### src/rtl/uart_ctrl_pkg.sv
// Shared types and constants for the UART multiplier command controller.
package uart_ctrl_pkg;

  typedef enum logic [2:0] {
    S_SYNC,
    S_RX,
    S_CHECK,
    S_MUL_START,
    S_MUL_WAIT,
    S_TX_LOAD,
    S_TX_WAIT
  } state_t;

  localparam logic [7:0] OP_MUL      = 8'h01;
  localparam logic [7:0] OP_READ     = 8'h02;

  localparam logic [7:0] ST_OK       = 8'h00;
  localparam logic [7:0] ST_CSUM     = 8'h01;
  localparam logic [7:0] ST_OPCODE   = 8'h02;
  localparam logic [7:0] ST_TIMEOUT  = 8'h03;

  localparam logic [7:0] SYNC_RX_DEF = 8'hA5;
  localparam logic [7:0] SYNC_TX_DEF = 8'h5A;

  localparam int CMD_LEN = 7;
  localparam int RSP_LEN = 7;

  function automatic logic [7:0] sat_inc(input logic [7:0] v);
    return (v == 8'hFF) ? v : v + 8'd1;
  endfunction

endpackage

### src/rtl/uart_resp_serializer.sv
// Sends a captured 7-byte response to the UART transmitter, one byte per
// complete busy high/low cycle of the transmitter.
module uart_resp_serializer
  import uart_ctrl_pkg::*;
(
  input  logic       uart_clock,
  input  logic       uart_reset,
  input  logic       load,
  input  logic [7:0] resp [RSP_LEN],
  input  logic       tx_busy,
  output logic       tx_start,
  output logic [7:0] tx_data,
  output logic       done,
  output state_t     phase_nx
);

  state_t     phase_q, phase_d;
  logic [2:0] k_q, k_d;
  logic       seen_q, seen_d;
  logic [7:0] buf_q [RSP_LEN];
  logic [7:0] buf_d [RSP_LEN];
  logic       tx_start_q, tx_start_d;
  logic [7:0] tx_data_q, tx_data_d;

  always_ff @(posedge uart_clock or negedge uart_reset) begin
    if (!uart_reset) begin
      phase_q    <= S_SYNC;
      k_q        <= 3'd0;
      seen_q     <= 1'b0;
      buf_q      <= '{default: 8'h00};
      tx_start_q <= 1'b0;
      tx_data_q  <= 8'h00;
    end else begin
      phase_q    <= phase_d;
      k_q        <= k_d;
      seen_q     <= seen_d;
      buf_q      <= buf_d;
      tx_start_q <= tx_start_d;
      tx_data_q  <= tx_data_d;
    end
  end

  always_comb begin
    phase_d    = phase_q;
    k_d        = k_q;
    seen_d     = seen_q;
    buf_d      = buf_q;
    tx_start_d = 1'b0;
    tx_data_d  = tx_data_q;
    done       = 1'b0;
    if (load) begin
      buf_d   = resp;
      k_d     = 3'd0;
      phase_d = S_TX_LOAD;
    end else begin
      case (phase_q)
        S_TX_LOAD: begin
          if (!tx_busy) begin
            tx_start_d = 1'b1;
            tx_data_d  = buf_q[k_q];
            seen_d     = 1'b0;
            phase_d    = S_TX_WAIT;
          end
        end
        // busy may lag tx_start by a cycle, so a low busy only counts after a high one
        S_TX_WAIT: begin
          if (tx_busy) begin
            seen_d = 1'b1;
          end else if (seen_q) begin
            if (k_q == 3'(RSP_LEN - 1)) begin
              done    = 1'b1;
              phase_d = S_SYNC;
            end else begin
              k_d     = k_q + 3'd1;
              phase_d = S_TX_LOAD;
            end
          end
        end
        default: ;
      endcase
    end
  end

  assign phase_nx = phase_d;
  assign tx_start = tx_start_q;
  assign tx_data  = tx_data_q;

endmodule

### src/rtl/uart_mult_ctrl.sv
// Command controller: assembles 7-byte command frames from the UART receiver,
// runs the multiplier and hands a 7-byte response to the serializer.
module uart_mult_ctrl
  import uart_ctrl_pkg::*;
#(
  parameter int          OP_WIDTH       = 16,
  parameter logic [23:0] TIMEOUT_CYCLES = 24'd1000000,
  parameter logic [7:0]  SYNC_RX        = SYNC_RX_DEF,
  parameter logic [7:0]  SYNC_TX        = SYNC_TX_DEF
) (
  input  logic                  uart_clock,
  input  logic                  uart_reset,
  input  logic                  rx_valid,
  input  logic [7:0]            rx_data,
  input  logic                  tx_busy,
  output logic                  tx_start,
  output logic [7:0]            tx_data,
  output logic                  mult_start,
  output logic [OP_WIDTH-1:0]   mult_a,
  output logic [OP_WIDTH-1:0]   mult_b,
  input  logic                  mult_done,
  input  logic [2*OP_WIDTH-1:0] mult_product,
  output logic                  busy,
  output logic [7:0]            err_count,
  output logic [7:0]            drop_count
);

  state_t                state_q, state_d;
  logic                  rx_valid_q;
  logic [2:0]            idx_q, idx_d;
  logic [23:0]           timer_q, timer_d;
  logic [7:0]            frame_q [CMD_LEN-1];
  logic [7:0]            frame_d [CMD_LEN-1];
  logic [7:0]            status_q, status_d;
  logic [2*OP_WIDTH-1:0] last_product_q, last_product_d;
  logic [OP_WIDTH-1:0]   mult_a_q, mult_a_d, mult_b_q, mult_b_d;
  logic                  mult_start_q, mult_start_d;
  logic [7:0]            err_q, err_d, drop_q, drop_d;
  logic                  strobe, ser_load, ser_done;
  logic [7:0]            cs_calc;
  logic [31:0]           p;
  logic [7:0]            resp [RSP_LEN];
  state_t                ser_phase_nx;

  always_ff @(posedge uart_clock or negedge uart_reset) begin
    if (!uart_reset) begin
      state_q        <= S_SYNC;
      rx_valid_q     <= 1'b0;
      idx_q          <= 3'd0;
      timer_q        <= 24'd0;
      frame_q        <= '{default: 8'h00};
      status_q       <= ST_OK;
      last_product_q <= '0;
      mult_a_q       <= '0;
      mult_b_q       <= '0;
      mult_start_q   <= 1'b0;
      err_q          <= 8'h00;
      drop_q         <= 8'h00;
    end else begin
      state_q        <= state_d;
      rx_valid_q     <= rx_valid;
      idx_q          <= idx_d;
      timer_q        <= timer_d;
      frame_q        <= frame_d;
      status_q       <= status_d;
      last_product_q <= last_product_d;
      mult_a_q       <= mult_a_d;
      mult_b_q       <= mult_b_d;
      mult_start_q   <= mult_start_d;
      err_q          <= err_d;
      drop_q         <= drop_d;
    end
  end

  assign strobe  = rx_valid & ~rx_valid_q;
  assign cs_calc = frame_q[0] ^ frame_q[1] ^ frame_q[2] ^ frame_q[3] ^ frame_q[4];

  always_comb begin
    state_d        = state_q;
    idx_d          = idx_q;
    timer_d        = timer_q;
    frame_d        = frame_q;
    status_d       = status_q;
    last_product_d = last_product_q;
    mult_a_d       = mult_a_q;
    mult_b_d       = mult_b_q;
    mult_start_d   = 1'b0;
    err_d          = err_q;
    drop_d         = drop_q;
    ser_load       = 1'b0;
    if (strobe && state_q != S_SYNC && state_q != S_RX) drop_d = sat_inc(drop_q);
    case (state_q)
      S_SYNC: begin
        if (strobe && rx_data == SYNC_RX) begin
          state_d = S_RX;
          idx_d   = 3'd0;
          timer_d = 24'd0;
        end
      end
      S_RX: begin
        if (strobe) begin
          frame_d[idx_q] = rx_data;
          idx_d          = idx_q + 3'd1;
          timer_d        = 24'd0;
          if (idx_q == 3'd5) state_d = S_CHECK;
        end else if (timer_q == TIMEOUT_CYCLES - 24'd1) begin
          err_d   = sat_inc(err_q);
          state_d = S_SYNC;
        end else begin
          timer_d = timer_q + 24'd1;
        end
      end
      // mult_start is raised here so the pulse lands in S_MUL_START
      S_CHECK: begin
        if (cs_calc != frame_q[5]) begin
          status_d = ST_CSUM;
          err_d    = sat_inc(err_q);
          ser_load = 1'b1;
          state_d  = S_TX_LOAD;
        end else if (frame_q[0] == OP_MUL) begin
          mult_a_d     = OP_WIDTH'({frame_q[1], frame_q[2]});
          mult_b_d     = OP_WIDTH'({frame_q[3], frame_q[4]});
          mult_start_d = 1'b1;
          state_d      = S_MUL_START;
        end else if (frame_q[0] == OP_READ) begin
          status_d = ST_OK;
          ser_load = 1'b1;
          state_d  = S_TX_LOAD;
        end else begin
          status_d = ST_OPCODE;
          err_d    = sat_inc(err_q);
          ser_load = 1'b1;
          state_d  = S_TX_LOAD;
        end
      end
      S_MUL_START: begin
        timer_d = 24'd0;
        state_d = S_MUL_WAIT;
      end
      S_MUL_WAIT: begin
        if (mult_done) begin
          last_product_d = mult_product;
          status_d       = ST_OK;
          ser_load       = 1'b1;
          state_d        = S_TX_LOAD;
        end else if (timer_q == TIMEOUT_CYCLES - 24'd1) begin
          status_d = ST_TIMEOUT;
          err_d    = sat_inc(err_q);
          ser_load = 1'b1;
          state_d  = S_TX_LOAD;
        end else begin
          timer_d = timer_q + 24'd1;
        end
      end
      S_TX_LOAD, S_TX_WAIT: state_d = ser_done ? S_SYNC : ser_phase_nx;
      default: state_d = S_SYNC;
    endcase
  end

  // Response is built from next-state values so the load cycle sees fresh status/product
  always_comb begin
    p       = (status_d == ST_OK) ? 32'(last_product_d) : 32'd0;
    resp[0] = SYNC_TX;
    resp[1] = status_d;
    resp[2] = p[31:24];
    resp[3] = p[23:16];
    resp[4] = p[15:8];
    resp[5] = p[7:0];
    resp[6] = status_d ^ p[31:24] ^ p[23:16] ^ p[15:8] ^ p[7:0];
  end

  uart_resp_serializer u_ser (
    .uart_clock (uart_clock),
    .uart_reset (uart_reset),
    .load       (ser_load),
    .resp       (resp),
    .tx_busy    (tx_busy),
    .tx_start   (tx_start),
    .tx_data    (tx_data),
    .done       (ser_done),
    .phase_nx   (ser_phase_nx)
  );

  assign mult_start = mult_start_q;
  assign mult_a     = mult_a_q;
  assign mult_b     = mult_b_q;
  assign busy       = (state_q != S_SYNC);
  assign err_count  = err_q;
  assign drop_count = drop_q;

endmodule
### config.mk
export PLATFORM = sky130hd
export DESIGN_NAME = uart_mult_ctrl
export DESIGN_NICKNAME = d
export VERILOG_FILES = /design/src/rtl/uart_ctrl_pkg.sv /design/src/rtl/uart_resp_serializer.sv /design/src/rtl/uart_mult_ctrl.sv
export SDC_FILE = /design/constraint.sdc
export NUM_CORES = 1
export LEC_CHECK = 0
export CAP_MARGIN = 15
export CELL_PAD_IN_SITES_DETAIL_PLACEMENT = 0
export CELL_PAD_IN_SITES_GLOBAL_PLACEMENT = 1
export CORE_UTILIZATION = 42
export CTS_CLUSTER_DIAMETER = 30
export DETAILED_ROUTE_END_ITERATION = 7
export HOLD_SLACK_MARGIN = 0.06
export PLACE_DENSITY_LB_ADDON = 0.05
export REMOVE_ABC_BUFFERS = 1
export SLEW_MARGIN = 20
export SYNTH_ARGS = -nofsm -noshare
export SYNTH_HDL_FRONTEND = slang
export SYNTH_SLANG_ARGS = --single-unit
export TNS_END_PERCENT = 20
### constraint.sdc
create_clock -name uart_clock -period 2.3 [get_ports uart_clock]
set_clock_uncertainty 0.2 [all_clocks]
set_input_delay 0.69 -clock uart_clock [delete_from_list [all_inputs] [get_ports uart_clock]]
set_output_delay 0.69 -clock uart_clock [all_outputs]
set_load 0.005 [all_outputs]
Word-level counts from Yosys, hierarchy flattened
Cells that the tools add are included.
- bits in registers: 233
- bits in latches: 0
- RAM bits: 0
- memory bits (read-only): 0
- input port bits: 45
- output and inout bits: 59
- word-level logic and storage cells: 179
- memories: 0
- add/subtract/negate cells: 5
- $mul: 0
- divide/modulo/power cells: 0
- order comparisons: 3
- equal/unequal tests: 31
- shift-type cells: 0
- muxes and demuxes: 71
- bitwise operators: 16
- reductions and logical operators: 24
- operators with widths (cell ; count):
    8-bit 2-to-1 mux ; 14
    24-bit 2-to-1 mux ; 4
    32-bit 2-to-1 mux ; 3
    24-bit case mux with 4 select lines ; 1
    8-bit bitwise XOR ; 8
    3-bit 2-to-1 mux ; 21
    48-bit bitwise mux ; 1
    24-bit by 1-bit adder with 24-bit output, second input constant ; 1
    8-bit binary-select mux with 3-bit select ; 1
    8-bit demux with 3-bit select ; 1
    24-bit by 20-bit equality test with 1-bit output, second input constant ; 1
    8-bit equality test, second input constant ; 3
    8-bit case mux with 3 select lines ; 1
    3-bit equality test, second input constant ; 7
    3-bit case mux with 6 select lines ; 1
    1-bit 2-to-1 mux ; 17
    8-bit by 1-bit adder with 8-bit output, second input constant ; 2
    8-bit case mux with 2 select lines ; 1
    3-bit != test, second input constant ; 5
    2-bit != test, second input constant ; 7
    3-bit case mux with 2 select lines ; 2
    3-bit AND reduction ; 4
    4-bit AND reduction ; 3
    8-bit by 1-bit equality test with 1-bit output, second input constant ; 1
    23 further kinds ; 40

Logic depth before layout (Yosys ltp)
- word-level depth: 13
- gate-level depth with buffers: 9
- mapped depth without buffers: 8

Modules after synthesis
A second synthesis with hierarchy kept.
- cell total of the unflattened synthesis: 945
- area, all modules: 11467.2 um2
- by module, submodules not included (module ; times used ; cells an instance ; area an instance (um2) ; seq. area each (um2)):
    uart_mult_ctrl ; 1 ; 697 ; 8164.1 ; 4204.0
    uart_resp_serializer ; 1 ; 248 ; 3303.2 ; 1801.7

Worst setup path before layout
OpenSTA, ideal clock, no wires.
- path type: reg-to-reg
- from: register timer_q[0]
- to: register u_ser.tx_data_q[0] (netlist: u_ser.tx_data[0])
- library setup time: 0.125 ns
- arrival: 2.252 ns
- data required time: 1.975 ns
- path slack: -0.277 ns
- cell stages (with the launch flop): 10
- buffers on the path: 2
- period minus slack after synthesis: 2.577 ns
- cells stage by stage: dfrtp_1 > ha_1 > and4_1 > buf_2 > nand3_1 > o21ba_2 > o32ai_2 > or4_4 > buf_6 > mux2_4
- word-level cells in the longest chain between the ends: 6
- RTL lines (element ; RTL line ; source):
    from (decl) ; uart_mult_ctrl.sv:31 ; logic [23:0] timer_q, timer_d;
    from (signal assigned) ; uart_mult_ctrl.sv:63 ; timer_q <= timer_d;
    24-bit by 20-bit equality test with 1-bit output ; uart_mult_ctrl.sv:146 ; end else if (timer_q == TIMEOUT_CYCLES - 24'd1) begin
    1-bit 2-to-1 mux ; uart_mult_ctrl.sv:146 ;
    1-bit 2-to-1 mux ; uart_mult_ctrl.sv:141 ; if (mult_done) begin
    1-bit case mux with 2 select lines ; uart_mult_ctrl.sv:92 ; case (state_q)
    1-bit NOT (no line) ; -- ;
    3-bit AND reduction (no line) ; -- ;
    to (signal assigned) ; uart_resp_serializer.sv:39 ; tx_data_q <= tx_data_d;
    to (decl) ; uart_resp_serializer.sv:23 ; logic [7:0] tx_data_q, tx_data_d;
Every way passes these cells.
A chain may end at the register's enable or synchronous reset.

Worst setup path after layout
- from: register timer_q[6]
- to: register u_ser.buf_q[21] (netlist bit)
- word-level cells in the longest chain between the ends: 6
- elaborated cells on any way between the ends: 9
- those cells by class: eq/ne (1); mux (7); reduce/logical (1)
- RTL lines (element ; RTL line ; source):
    24-bit by 20-bit equality test with 1-bit output * ; uart_mult_ctrl.sv:146 ;
    8-bit 2-to-1 mux ; uart_mult_ctrl.sv:146 ;
    8-bit 2-to-1 mux ; uart_mult_ctrl.sv:141 ;
    8-bit case mux with 2 select lines ; uart_mult_ctrl.sv:92 ;
    8-bit logical NOT ; uart_mult_ctrl.sv:162 ; p = (status_d == ST_OK) ? 32'(last_product_d) : 32'd0;
    32-bit 2-to-1 mux ; uart_mult_ctrl.sv:162 ;
    to (signal assigned) ; uart_resp_serializer.sv:37 ; buf_q <= buf_d;
    to (decl) ; uart_resp_serializer.sv:20 ; logic [7:0] buf_q [RSP_LEN];
Every way passes the cells marked *; elsewhere a longest branch is shown, timed or not.

==> results.py <==
metrics = {
    "synthesis": {
        "synth-warning-count": 0,
        "synth.largest_area_cell": "dfrtp_1",
        "synth_top_area_share_pct": 53.0,
        "synth-seq-cells": 227,
        "yosys_most_used_dff": "dfrtp_1",
        "synth_cell_types": 70,
        "synth_edf_count": 0,
        "postSynthAreaPerCell_um2": 12.2,
        "synthCells": 880,
        "yosysSeqAreaShare_pct": 53.0,
        "post_syn_area_mm2": 0.0107,
        "post_synth_main_area_contributors": "dfrtp_1, mux2_2, mux2i_1, xnor2_1, xor2_1",
        "synthArstFlopShare_pct": 100,
    },
    "timing": {
        "maximum_clock_rate_mhz": 392,
        "transition_time_at_the_pin_with_the_least_slew_margin_ns": 0.880,
        "timing_hold_violations_final": 0,
        "period_needed_ns": 2.55,
        "setup_total_negative_slack_ns": -16.41,
        "worst_slew_margin_rel_pct": 41.1,
        "setup_ws_ns": -0.250,
        "setup_failing_eps_final": 103,
        "final_max_slew_viol_count": 0,
        "grt_setup_unrepaired": "true",
        "final_min_period_over_clock_period_pct": 111,
    },
    "outcome": {
        "violations": "setup timing",
        "status": "finished, violations left",
    },
    "power_and_ir_drop": {
        "power_leakage_nw": 8.06,
        "cell_internal_pwr_mw": 15.8,
        "power.density_cell_area_mw_per_mm2": 1390,
        "ir_worst_vdd_v": 0.000876,
        "total_switching_power_mw": 7.29,
        "pwr-share-seq_pct": 26.5,
        "power_frac_clock_pct": 34.4,
        "p_sw_share_pct": 31.6,
        "pwr-share-comb_pct": 39.1,
    },
    "critical_path": {
        "arrival_ns": 2.82,
        "path_cells": "nor4bb_4, nand3_2, o21ba_4, o32ai_4, buf_6, o211ai_1, buf_4, clkbuf_16, o2bb2ai_2",
        "crit_path_top_delay_cell": "dfrtp_1",
        "cp-start-kind": "flip-flop",
        "timing.critical_path.required_ns": 2.57,
        "cp_num_buf_inv": 3,
        "cpPeakStageDelay_ns": 0.42,
        "worstSetupPathType": "reg -> reg",
        "crit_path_end_kind": "flip-flop",
        "critical-path-top-delay-family": "compound AO/OA/AOI/OAI gates",
        "path_max_fanout": 7,
    },
    "grt": {
        "grt_antenna_before_repair": 2,
        "first_global_vias": 9038,
        "grt_first_pass_wirelength_mm": 46.4,
        "grtUsageTotal_pct": 22.4,
        "grt_max_degree": 42,
        "remaining_global_route_overflow": 0,
    },
    "clock_tree": {
        "clk_path_buf_depth": 3,
        "cts_root_buffer": "clkbuf_16",
        "cts.htree.levels": 2,
        "clk-insertion-delay-late_ns": 0.56,
        "worst_setup_hold_path_clk_slew_ns": 0.04,
        "tritoncts_num_sinks": 227,
        "tritoncts": "yes",
        "cts_buffers": 56,
    },
    "floorplan": {
        "core_region_area_mm2": 0.0251,
        "fp.dieArea_mm2": 0.0261,
        "die_height_um": 162,
        "chipWidth_um": 162,
        "std_cell_rows": 58,
        "initial_core_util_pct": 42.7,
        "design.portCount": 104,
    },
    "hold_path": {
        "hold_class": "in -> reg",
    },
    "route": {
        "detail-route-antenna-nets": 0,
        "route.detailed.wl_per_inst_um": 18.3,
        "drt_iter0_drc": 343,
        "drt-pass1-iter-count": 4,
        "routed_via_density": 5.27,
        "drc": 0,
        "routed_wirelength_mm": 29.6,
        "dr_total_vias": 8505,
    },
    "placement": {
        "detailed_place_hpwl_mm": 19.0,
        "placement.io_buffers": 103,
        "pre_cts_ws_ns": -0.998,
        "place_congestion": 0.810,
    },
    "final_layout": {
        "finish.utilization_pct": 66.4,
        "drive_above_1_share_pct": 41.2,
        "mostFrequentLayoutCell": "dfrtp_1",
        "final_net_count": 1289,
        "area.growth.synth_to_final_pct": 55.6,
        "mostFrequentLayoutCells": "dfrtp_1, buf_4, mux2_2",
    },
    "job": {
        "maxCapViolations": 0,
    },
}
==> cell type report <==
| type | instances | area [um^2] |
|---|---|---|
| diodes | 2 | 5.00 |
| clock buffers | 77 | 1600 |
| clock inverters | 25 | 348 |
| fillers | 1947 | 8440 |
| inverters | 34 | 128 |
| multi-input cells | 581 | 5490 |
| flip-flops and latches | 227 | 5690 |
| well taps | 330 | 413 |
| repair buffers | 337 | 2990 |
==> registers in the layout, indices dropped and copies added (netlist names) <==
register,flops
u_ser.k_q,3
err_count,8
idx_q,3
mult_start,1
u_ser.phase_q,3
u_ser.tx_data,8
status_q,2
u_ser.buf_q,49
timer_q,24
mult_a,16
state_q,3
u_ser.tx_start,1
rx_valid_q,1
drop_count,8
last_product_q,32
mult_b,16
u_ser.seen_q,1
frame_q,48
==> synth_stat cells, types with 3 or more instances <==
master,number
dfrtp_1,227
a211oi_1,7
nor3_1,6
nand2b_1,5
clkbuf_1,25
mux2_2,91
ha_1,7
inv_1,32
nand2_1,28
nor4bb_1,3
a22oi_1,4
a31oi_1,6
mux2_1,6
or3_1,12
mux2_4,8
nor2_1,46
nor2b_1,4
o211ai_1,3
and3_1,26
a41o_1,8
o31a_1,5
a22o_1,3
nand4_1,17
nand3_1,17
xnor2_1,46
and4_1,6
o21ai_0,14
mux2i_1,42
xor2_1,32
or4_1,4
buf_4,3
a21o_1,3
xnor3_1,8
a221oi_1,4
a21oi_1,35
o2bb2ai_1,31
buf_2,9
o31ai_1,5
and2_1,6
==> timing repair <==
item                                    CTS  global route
setup buffers                            19             8
endpoints found under the hold margin    34             0
gates cloned                              3             3
endpoints found under the setup margin  189           127
hold buffers                              1             0
gates resized for setup                 149            91
pin swaps                                40            35
==> worst paths after layout <==
check | from | endpoint | slack, ns | cells past startpoint
worst max-delay path | timer_q[6] | u_ser.buf_q[21] | -0.25 | 9
worst min-delay path | rx_valid | rx_valid_q | 0.22 | 1
worst max register to register | timer_q[6] | u_ser.buf_q[21] | -0.25 | 9
worst min register to register | mult_b[15] | mult_b[15] | 0.28 | 1
max in group asynchronous | uart_reset | drop_count[2] | 0.81 | 3
min in group asynchronous | uart_reset | idx_q[1] | 0.46 | 2
==> kinds of logic (layout without fill, tap and decap cells) <==
kind of cell               Yosys count  after routing  share of synthesized area, %
xor gates and xnor gates            86             86                          8.06
DFF                                227            227                          53.0
buffers and inverters               73            473                          2.85
AOI/OAI and AO/OA                  145            145                          9.95
other                                0              2                             0
adders and majority gates            7              7                         0.818
muxes                              147            147                          15.2
and+or+nand+nor                    195            196                          10.0
==> power groups by stage <==
stage	Combinational (mW)	Clock, mW	Sequential [mW]
floorplan	4.27	0	5.97
global placement	7.44	0	5.97
detailed placement	7.65	0	6.04
CTS	8.17	8.07	6.00
global route	9.70	8.33	6.25
finish	9.02	7.95	6.12
==> worst reg2reg max path, stage by stage, from the launching register on <==
cell	delay [ns]
dfrtp_1	0.42
nor4bb_4	0.36
nand3_2	0.13
o21ba_4	0.24
o32ai_4	0.34
buf_6	0.17
o211ai_1	0.12
buf_4	0.21
clkbuf_16	0.18
o2bb2ai_2	0.11
==> metal layers <==
metal,global-route usage (%),part of all wire [%]
met5,0,0
met4,7.33,2.3
met3,4.11,4.8
met2,38.8,51
met1,28.4,42
==> per-stage QoR <==
stage	total power, mW	hold WS (ns)	std cells	area [um^2]
floorplan	10.2	0.194	841	10500
global placement	13.4	0.262	1477	13700
detailed placement	13.7	0.272	1477	13700
CTS	22.2	0.204	1600	16000
global route	24.3	0.215	1613	16700
finish	23.1	0.224	1613	16700
No activity file was read; power rests on OpenSTA's default activity.
